===== config.mk =====
export PLATFORM = sky130hd
export DESIGN_NAME = render_sequencer_flat
export DESIGN_NICKNAME = d
export VERILOG_FILES = /design/src/rtl/render_sequencer_if.sv /design/src/rtl/render_sequencer.sv /design/src/flat_wrapper.sv
export SDC_FILE = /design/constraint.sdc
export NUM_CORES = 1
export LEC_CHECK = 0
export ABC_AREA = 0
export ABC_CLOCK_PERIOD_IN_PS = 4100
export CAP_MARGIN = 20
export CELL_PAD_IN_SITES_DETAIL_PLACEMENT = 0
export CELL_PAD_IN_SITES_GLOBAL_PLACEMENT = 1
export CORE_AREA = 8 8 62 104
export DETAILED_ROUTE_END_ITERATION = 8
export DIE_AREA = 0 0 70 112
export PLACE_DENSITY_LB_ADDON = 0.15
export SETUP_SLACK_MARGIN = 0.5
export SLEW_MARGIN = 20
export SYNTH_ARGS = -nofsm -noshare
export SYNTH_HDL_FRONTEND = slang
export SYNTH_SLANG_ARGS = --single-unit
export TNS_END_PERCENT = 100

===== constraint.sdc =====
create_clock -name clk_in -period 4.1 [get_ports clk_in]
set_input_delay 0.82 -clock clk_in [delete_from_list [all_inputs] [get_ports clk_in]]
set_output_delay 0.82 -clock clk_in [all_outputs]
set_load 0.05 [all_outputs]

===== src/rtl/render_sequencer_if.sv =====
// Bundles the frame-control and triangle-metering signals of render_sequencer.
//
// Handshake semantics: every *_in strobe (new_frame_in, src_done_in,
// issue_in, retire_in) is a single-cycle pulse sampled on the rising clock
// edge. issue_in is legal only in a cycle where issue_allow_out is high;
// retire_in is legal only while at least one triangle is in flight (or is
// being issued in the same cycle). Illegal strobes are dropped and latch
// proto_err_out. dbg_state / dbg_inflight expose the controller state.
interface render_sequencer_if #(
  parameter int CNT_W = 12,
  parameter int INF_W = 5
);
  logic             new_frame_in;
  logic             enable_in;
  logic             fetch_start_out;
  logic             src_done_in;
  logic             issue_in;
  logic             issue_allow_out;
  logic             retire_in;
  logic             obj_done_out;
  logic             busy_out;
  logic [CNT_W-1:0] tri_count_out;
  logic [7:0]       overrun_count_out;
  logic             proto_err_out;
  logic [1:0]       dbg_state;
  logic [INF_W-1:0] dbg_inflight;

  // Environment side: drives frame strobes and triangle traffic.
  modport master (
    output new_frame_in, enable_in, src_done_in, issue_in, retire_in,
    input  fetch_start_out, issue_allow_out, obj_done_out, busy_out,
           tri_count_out, overrun_count_out, proto_err_out,
           dbg_state, dbg_inflight
  );

  // Sequencer side.
  modport slave (
    input  new_frame_in, enable_in, src_done_in, issue_in, retire_in,
    output fetch_start_out, issue_allow_out, obj_done_out, busy_out,
           tri_count_out, overrun_count_out, proto_err_out,
           dbg_state, dbg_inflight
  );
endinterface


===== src/rtl/render_sequencer.sv =====
// Per-frame render controller: starts the triangle source on a frame
// boundary, meters triangles with an in-flight credit count sized to the
// triangle FIFO, waits for every issued triangle to retire, then pulses
// obj_done and publishes the frame's triangle count.
module render_sequencer #(
  parameter int MAX_INFLIGHT = 16,
  parameter int CNT_W        = 12
) (
  input  logic             clk_in,
  input  logic             rst_in,
  render_sequencer_if.slave bus
);
  // The interface's dbg_inflight width must equal INF_W.
  localparam int INF_W = $clog2(MAX_INFLIGHT + 1);
  localparam logic [INF_W-1:0] MAX_CNT  = INF_W'(MAX_INFLIGHT);
  localparam logic [CNT_W-1:0] CNT_MAX  = {CNT_W{1'b1}};

  typedef enum logic [1:0] {
    S_IDLE  = 2'd0,
    S_FETCH = 2'd1,
    S_DRAIN = 2'd2,
    S_DONE  = 2'd3
  } state_t;

  state_t           state;
  logic [INF_W-1:0] inflight;
  logic [CNT_W-1:0] issued;
  logic [CNT_W-1:0] tri_count;
  logic [7:0]       overrun;
  logic             fetch_start;
  logic             obj_done;
  logic             busy;
  logic             proto_err;

  logic             allow;
  logic             issue_ok;
  logic             retire_ok;
  logic             strobe_bad;
  logic [INF_W-1:0] inflight_nxt;

  // Credit check and strobe qualification; allow depends on registers only.
  always_comb begin
    allow        = (state == S_FETCH) && (inflight < MAX_CNT);
    issue_ok     = bus.issue_in && allow;
    retire_ok    = bus.retire_in && (state != S_IDLE) &&
                   ((inflight != '0) || issue_ok);
    strobe_bad   = (bus.issue_in && !issue_ok) || (bus.retire_in && !retire_ok);
    inflight_nxt = inflight + {{(INF_W-1){1'b0}}, issue_ok}
                            - {{(INF_W-1){1'b0}}, retire_ok};
  end

  // Frame state machine with its counters and registered outputs.
  always_ff @(posedge clk_in or negedge rst_in) begin
    if (!rst_in) begin
      state       <= S_IDLE;
      inflight    <= '0;
      issued      <= '0;
      tri_count   <= '0;
      overrun     <= '0;
      fetch_start <= 1'b0;
      obj_done    <= 1'b0;
      busy        <= 1'b0;
      proto_err   <= 1'b0;
    end else begin
      fetch_start <= 1'b0;
      obj_done    <= 1'b0;
      inflight    <= inflight_nxt;

      if (strobe_bad) proto_err <= 1'b1;

      // A frame boundary while a frame is still running is lost, not queued.
      if (bus.new_frame_in && (state != S_IDLE) && (overrun != 8'hFF))
        overrun <= overrun + 8'd1;

      if (issue_ok && (issued != CNT_MAX)) issued <= issued + 1'b1;

      case (state)
        S_IDLE: begin
          if (bus.new_frame_in && bus.enable_in) begin
            state       <= S_FETCH;
            fetch_start <= 1'b1;
            busy        <= 1'b1;
            inflight    <= '0;
            issued      <= '0;
          end
        end
        S_FETCH: begin
          // A same-cycle issue has already been counted above.
          if (bus.src_done_in) state <= S_DRAIN;
        end
        S_DRAIN: begin
          if (inflight == '0) begin
            state     <= S_DONE;
            obj_done  <= 1'b1;
            tri_count <= issued;
          end
        end
        default: begin
          state <= S_IDLE;
          busy  <= 1'b0;
        end
      endcase
    end
  end

  assign bus.fetch_start_out   = fetch_start;
  assign bus.issue_allow_out   = allow;
  assign bus.obj_done_out      = obj_done;
  assign bus.busy_out          = busy;
  assign bus.tri_count_out     = tri_count;
  assign bus.overrun_count_out = overrun;
  assign bus.proto_err_out     = proto_err;
  assign bus.dbg_state         = state;
  assign bus.dbg_inflight      = inflight;
endmodule


===== src/flat_wrapper.sv =====
// flat-port wrapper written by rule: the top's interface ports become plain ports
module render_sequencer_flat 
#(
  parameter int MAX_INFLIGHT = 16,
  parameter int CNT_W        = 12
)
  (clk_in, rst_in, bus_new_frame_in, bus_enable_in, bus_src_done_in, bus_issue_in, bus_retire_in, bus_fetch_start_out, bus_issue_allow_out, bus_obj_done_out, bus_busy_out, bus_tri_count_out, bus_overrun_count_out, bus_proto_err_out, bus_dbg_state, bus_dbg_inflight);
  render_sequencer_if #(.CNT_W(CNT_W), .INF_W(5)) bus_i ();
  input  logic clk_in;
  input  logic rst_in;
  input wire logic [$bits(bus_i.new_frame_in)-1:0] bus_new_frame_in;
  input wire logic [$bits(bus_i.enable_in)-1:0] bus_enable_in;
  input wire logic [$bits(bus_i.src_done_in)-1:0] bus_src_done_in;
  input wire logic [$bits(bus_i.issue_in)-1:0] bus_issue_in;
  input wire logic [$bits(bus_i.retire_in)-1:0] bus_retire_in;
  output wire logic [$bits(bus_i.fetch_start_out)-1:0] bus_fetch_start_out;
  output wire logic [$bits(bus_i.issue_allow_out)-1:0] bus_issue_allow_out;
  output wire logic [$bits(bus_i.obj_done_out)-1:0] bus_obj_done_out;
  output wire logic [$bits(bus_i.busy_out)-1:0] bus_busy_out;
  output wire logic [$bits(bus_i.tri_count_out)-1:0] bus_tri_count_out;
  output wire logic [$bits(bus_i.overrun_count_out)-1:0] bus_overrun_count_out;
  output wire logic [$bits(bus_i.proto_err_out)-1:0] bus_proto_err_out;
  output wire logic [$bits(bus_i.dbg_state)-1:0] bus_dbg_state;
  output wire logic [$bits(bus_i.dbg_inflight)-1:0] bus_dbg_inflight;
  assign bus_i.new_frame_in = bus_new_frame_in;
  assign bus_i.enable_in = bus_enable_in;
  assign bus_i.src_done_in = bus_src_done_in;
  assign bus_i.issue_in = bus_issue_in;
  assign bus_i.retire_in = bus_retire_in;
  assign bus_fetch_start_out = bus_i.fetch_start_out;
  assign bus_issue_allow_out = bus_i.issue_allow_out;
  assign bus_obj_done_out = bus_i.obj_done_out;
  assign bus_busy_out = bus_i.busy_out;
  assign bus_tri_count_out = bus_i.tri_count_out;
  assign bus_overrun_count_out = bus_i.overrun_count_out;
  assign bus_proto_err_out = bus_i.proto_err_out;
  assign bus_dbg_state = bus_i.dbg_state;
  assign bus_dbg_inflight = bus_i.dbg_inflight;
  render_sequencer #(.MAX_INFLIGHT(MAX_INFLIGHT), .CNT_W(CNT_W)) u_core (.clk_in(clk_in), .rst_in(rst_in), .bus(bus_i));
endmodule

==> out/metrics.csv <==
metric;value;unit
max_stage_delay;480;ps
min_period;3190;ps
slew_violations;0;
hold_viol_final;0;
die-area;7840;µm²
pwr-share-comb;51.1;%
syn_inst;200;
drt-initial-drc-count;36;
synthTopCellsByCount;43 x dfrtp_1, 17 x inv_1, 15 x nand2_1;
synthMuxAreaShare;7.18;%
seq_area_frac_synth;49.8;%
outcome;complete, no violations;
antenna_found_initial;0;
grt_max_degree;44;
cts_buffers;5;
min_path_type;primary input to async pin;
pwr-share-clk;14.3;%
end_kind;flop;
clkSinkCount;43;
wl_met3;215;µm
via_count;1640;
gr-total-overflow;0;
synth_top_family_by_area;simple AND/OR/NAND/NOR gates;
die_w;70;µm
fin_crit_sh;77.9;%
port_buffers;38;
ant_nets;0;
seqPwrFrac;34.6;%
hold_slack;467;ps
insertion_delay;300;ps
core;5080;µm²
cap_violations;0;
grt_pass1_wl;8270;µm
area_delta_synth_final;25.2;%
slowest_stage;clkdlybuf4s50_1;
synthAdderAreaFrac;7.87;%
fin_area;2710;µm²
grt_pass1_vias;1768;
arrival;3370;ps
ir_drop;0.468;mV
grt_setup_unrepaired;no;
synthDominantAreaCellType;dfrtp_1;
required;4270;ps
synth_xor_area_share;3.65;%
tns;0;ps
netlist_top_cells_area;dfrtp_1 50%, ha_1 6.9%, mux2_2 5.7%, inv_1 3.0%, xnor2_1 2.8%;
maxUsedRoutingLayer;met4;
synth_edf_count;0;
wl_per_cell;16.2;µm
io_pins;39;
synth_fp_nets;220;
rows;35;
holdBufCountCts;0;
synthArstFlopShare;100;%
synth-compound-area-share;10.8;%
synth.top_cell.area_share;49.8;%
syn-cell-area;2160;µm²
path_class;primary input to flop;
syn_area_per_cell;10.8;µm²
synth-simple-area-share;16.6;%
crit_chain;clkdlybuf4s50_1, nand3b_1, a211oi_1, ha_1, inv_1, ha_1, inv_1, fa_1, nor2b_1, o21bai_1, a21oi_1, nor3b_1;
cts_resized;0;
finalSetupViolations;0;
nNetsFinal;263;
dr.pass1.iters;4;
synth_cell_types;44;
cellPowerDensity;687;nW/µm²
dp_hpwl;3690;µm
wl_met1;1730;µm
diodes;0;
clk_path_buf_depth;2;
track_usage;12.8;%
synth_top_flop_cell;dfrtp_1;
clock_skew;6.93;ps
viasPerCell;5.48;
postCtsSetupBuffers;0;
p_int;0.00102;W
cellLeakagePower;1.20;nW
switching_share;45.3;%
power_switching;0.000843;W
yosysMostFrequentCell;dfrtp_1;
worstPathMaxFanout;11;
synth-seq-cells;43;
wl;4830;µm
clk_pin_slew;90;ps
gp_congestion;0.786;
worst_pin_slew;596;ps
h-tree-depth;2;
ys_warn_count;0;
dieHeight;112;µm
wl_met2;2830;µm
max_slew_margin;60.2;%
start_kind;primary input;
root_buffer;clkbuf_8;
fmax;0.313;GHz
start_util;42.6;%
dpl_cell_area;2600;µm²
cts_tree;yes;
drc_errors;0;
drive_above_1_share;11.5;%
==> sequential cells by signal, indices dropped and copies added, names as in the netlist <==
| signal | cells |
|---|---|
| u_core.bus.dbg_inflight | 5 |
| u_core.bus.fetch_start_out | 1 |
| u_core.bus.obj_done_out | 1 |
| u_core.bus.proto_err_out | 1 |
| u_core.bus.dbg_state | 2 |
| u_core.bus.tri_count_out | 12 |
| u_core.issued | 12 |
| u_core.bus.overrun_count_out | 8 |
| u_core.bus.busy_out | 1 |
==> layout by cell type (no fill, tap or decap), types with 2 or more instances in the layout <==
cell type	instances
clkinv_2	3
inv_2	2
nand2_1	15
dfrtp_1	43
nand4_1	5
o21ai_0	9
mux2i_1	2
o21bai_1	2
clkbuf_8	5
o211ai_1	2
nor2b_1	4
nor3_1	3
mux2_2	11
nand3_2	2
or3_1	4
and3_1	3
inv_1	17
nand3_1	9
nor4_1	2
xor2_1	2
a21oi_1	8
xnor2_1	7
o31ai_1	5
clkdlybuf4s50_1	37
nor2_1	7
a31oi_1	2
ha_1	12
==> stage by stage <==
| stage | power (W) | util [%] | setup slack (ps) | instances |
|---|---|---|---|---|
| after floorplan | 0.00132 | - | 1200 | 200 |
| after global placement | 0.00161 | 51.1 | 648 | 290 |
| after detailed placement | 0.00162 | 51.1 | 561 | 290 |
| after CTS | 0.00189 | 52.8 | 896 | 298 |
| after global routing | 0.00199 | 53.3 | 705 | 299 |
| final | 0.00186 | 53.3 | 908 | 299 |
==> power groups by stage <==
stage | Sequential, W | Clock, W | Combinational [W]
2_1_floorplan | 0.000929 | 0 | 0.000388
4_1_cts | 0.000650 | 0.000276 | 0.000963
6_report | 0.000644 | 0.000265 | 0.000950
3_5_place_dp | 0.000656 | 0 | 0.000960
5_1_grt | 0.000662 | 0.000290 | 0.00104
3_3_place_gp | 0.000656 | 0 | 0.000952
==> logic make-up after synthesis <==
family          count (synthesis)
xor+xnor                        9
simple gates                   63
buf+inv                        23
flops                          43
compound gates                 35
fa+ha+maj                      13
mux                            14
==> per-layer routing <==
layer / track usage (%) / up-vias
met5: 0 / -
met4: 5.26 / 0
met3: 3.47 / 5
met2: 25.3 / 28
met1: 11.4 / 815
li1: - / 792
==> worst max-delay path, delay by kind of cell <==
kind | cells | cell delay [ps]
AO/OA/AOI/OAI | 3 | 630
AND/OR/NAND/NOR | 3 | 520
adder cells (fa/ha/maj) | 3 | 810
buffers and inverters | 3 | 580
==> final timing paths <==
kind / slack (ps) / to / start / cells after the start
min in group clk_in: 490 / u_core.bus.proto_err_out / u_core.bus.proto_err_out / 2
max: 910 / u_core.bus.dbg_inflight[4] / bus_issue_in / 12
max reg2reg: 1210 / u_core.bus.dbg_inflight[4] / u_core.bus.dbg_state[1] / 13
min reg2reg: 490 / u_core.bus.proto_err_out / u_core.bus.proto_err_out / 2
min: 470 / u_core.bus.overrun_count_out[0] / rst_in / 1
max in group asynchronous: 3140 / u_core.bus.dbg_state[1] / rst_in / 2
==> final cells by class <==
| class | instances | area [µm²] |
|---|---|---|
| multi-input combinational | 134 | 997 |
| clock buffer | 5 | 68.8 |
| fill | 469 | 2370 |
| timing repair buffer | 40 | 410 |
| sequential | 43 | 1080 |
| clock inverter | 3 | 15.0 |
| tap | 55 | 68.8 |
| inverter | 19 | 71.3 |
Note: power is estimated with default switching activity, not from simulation.
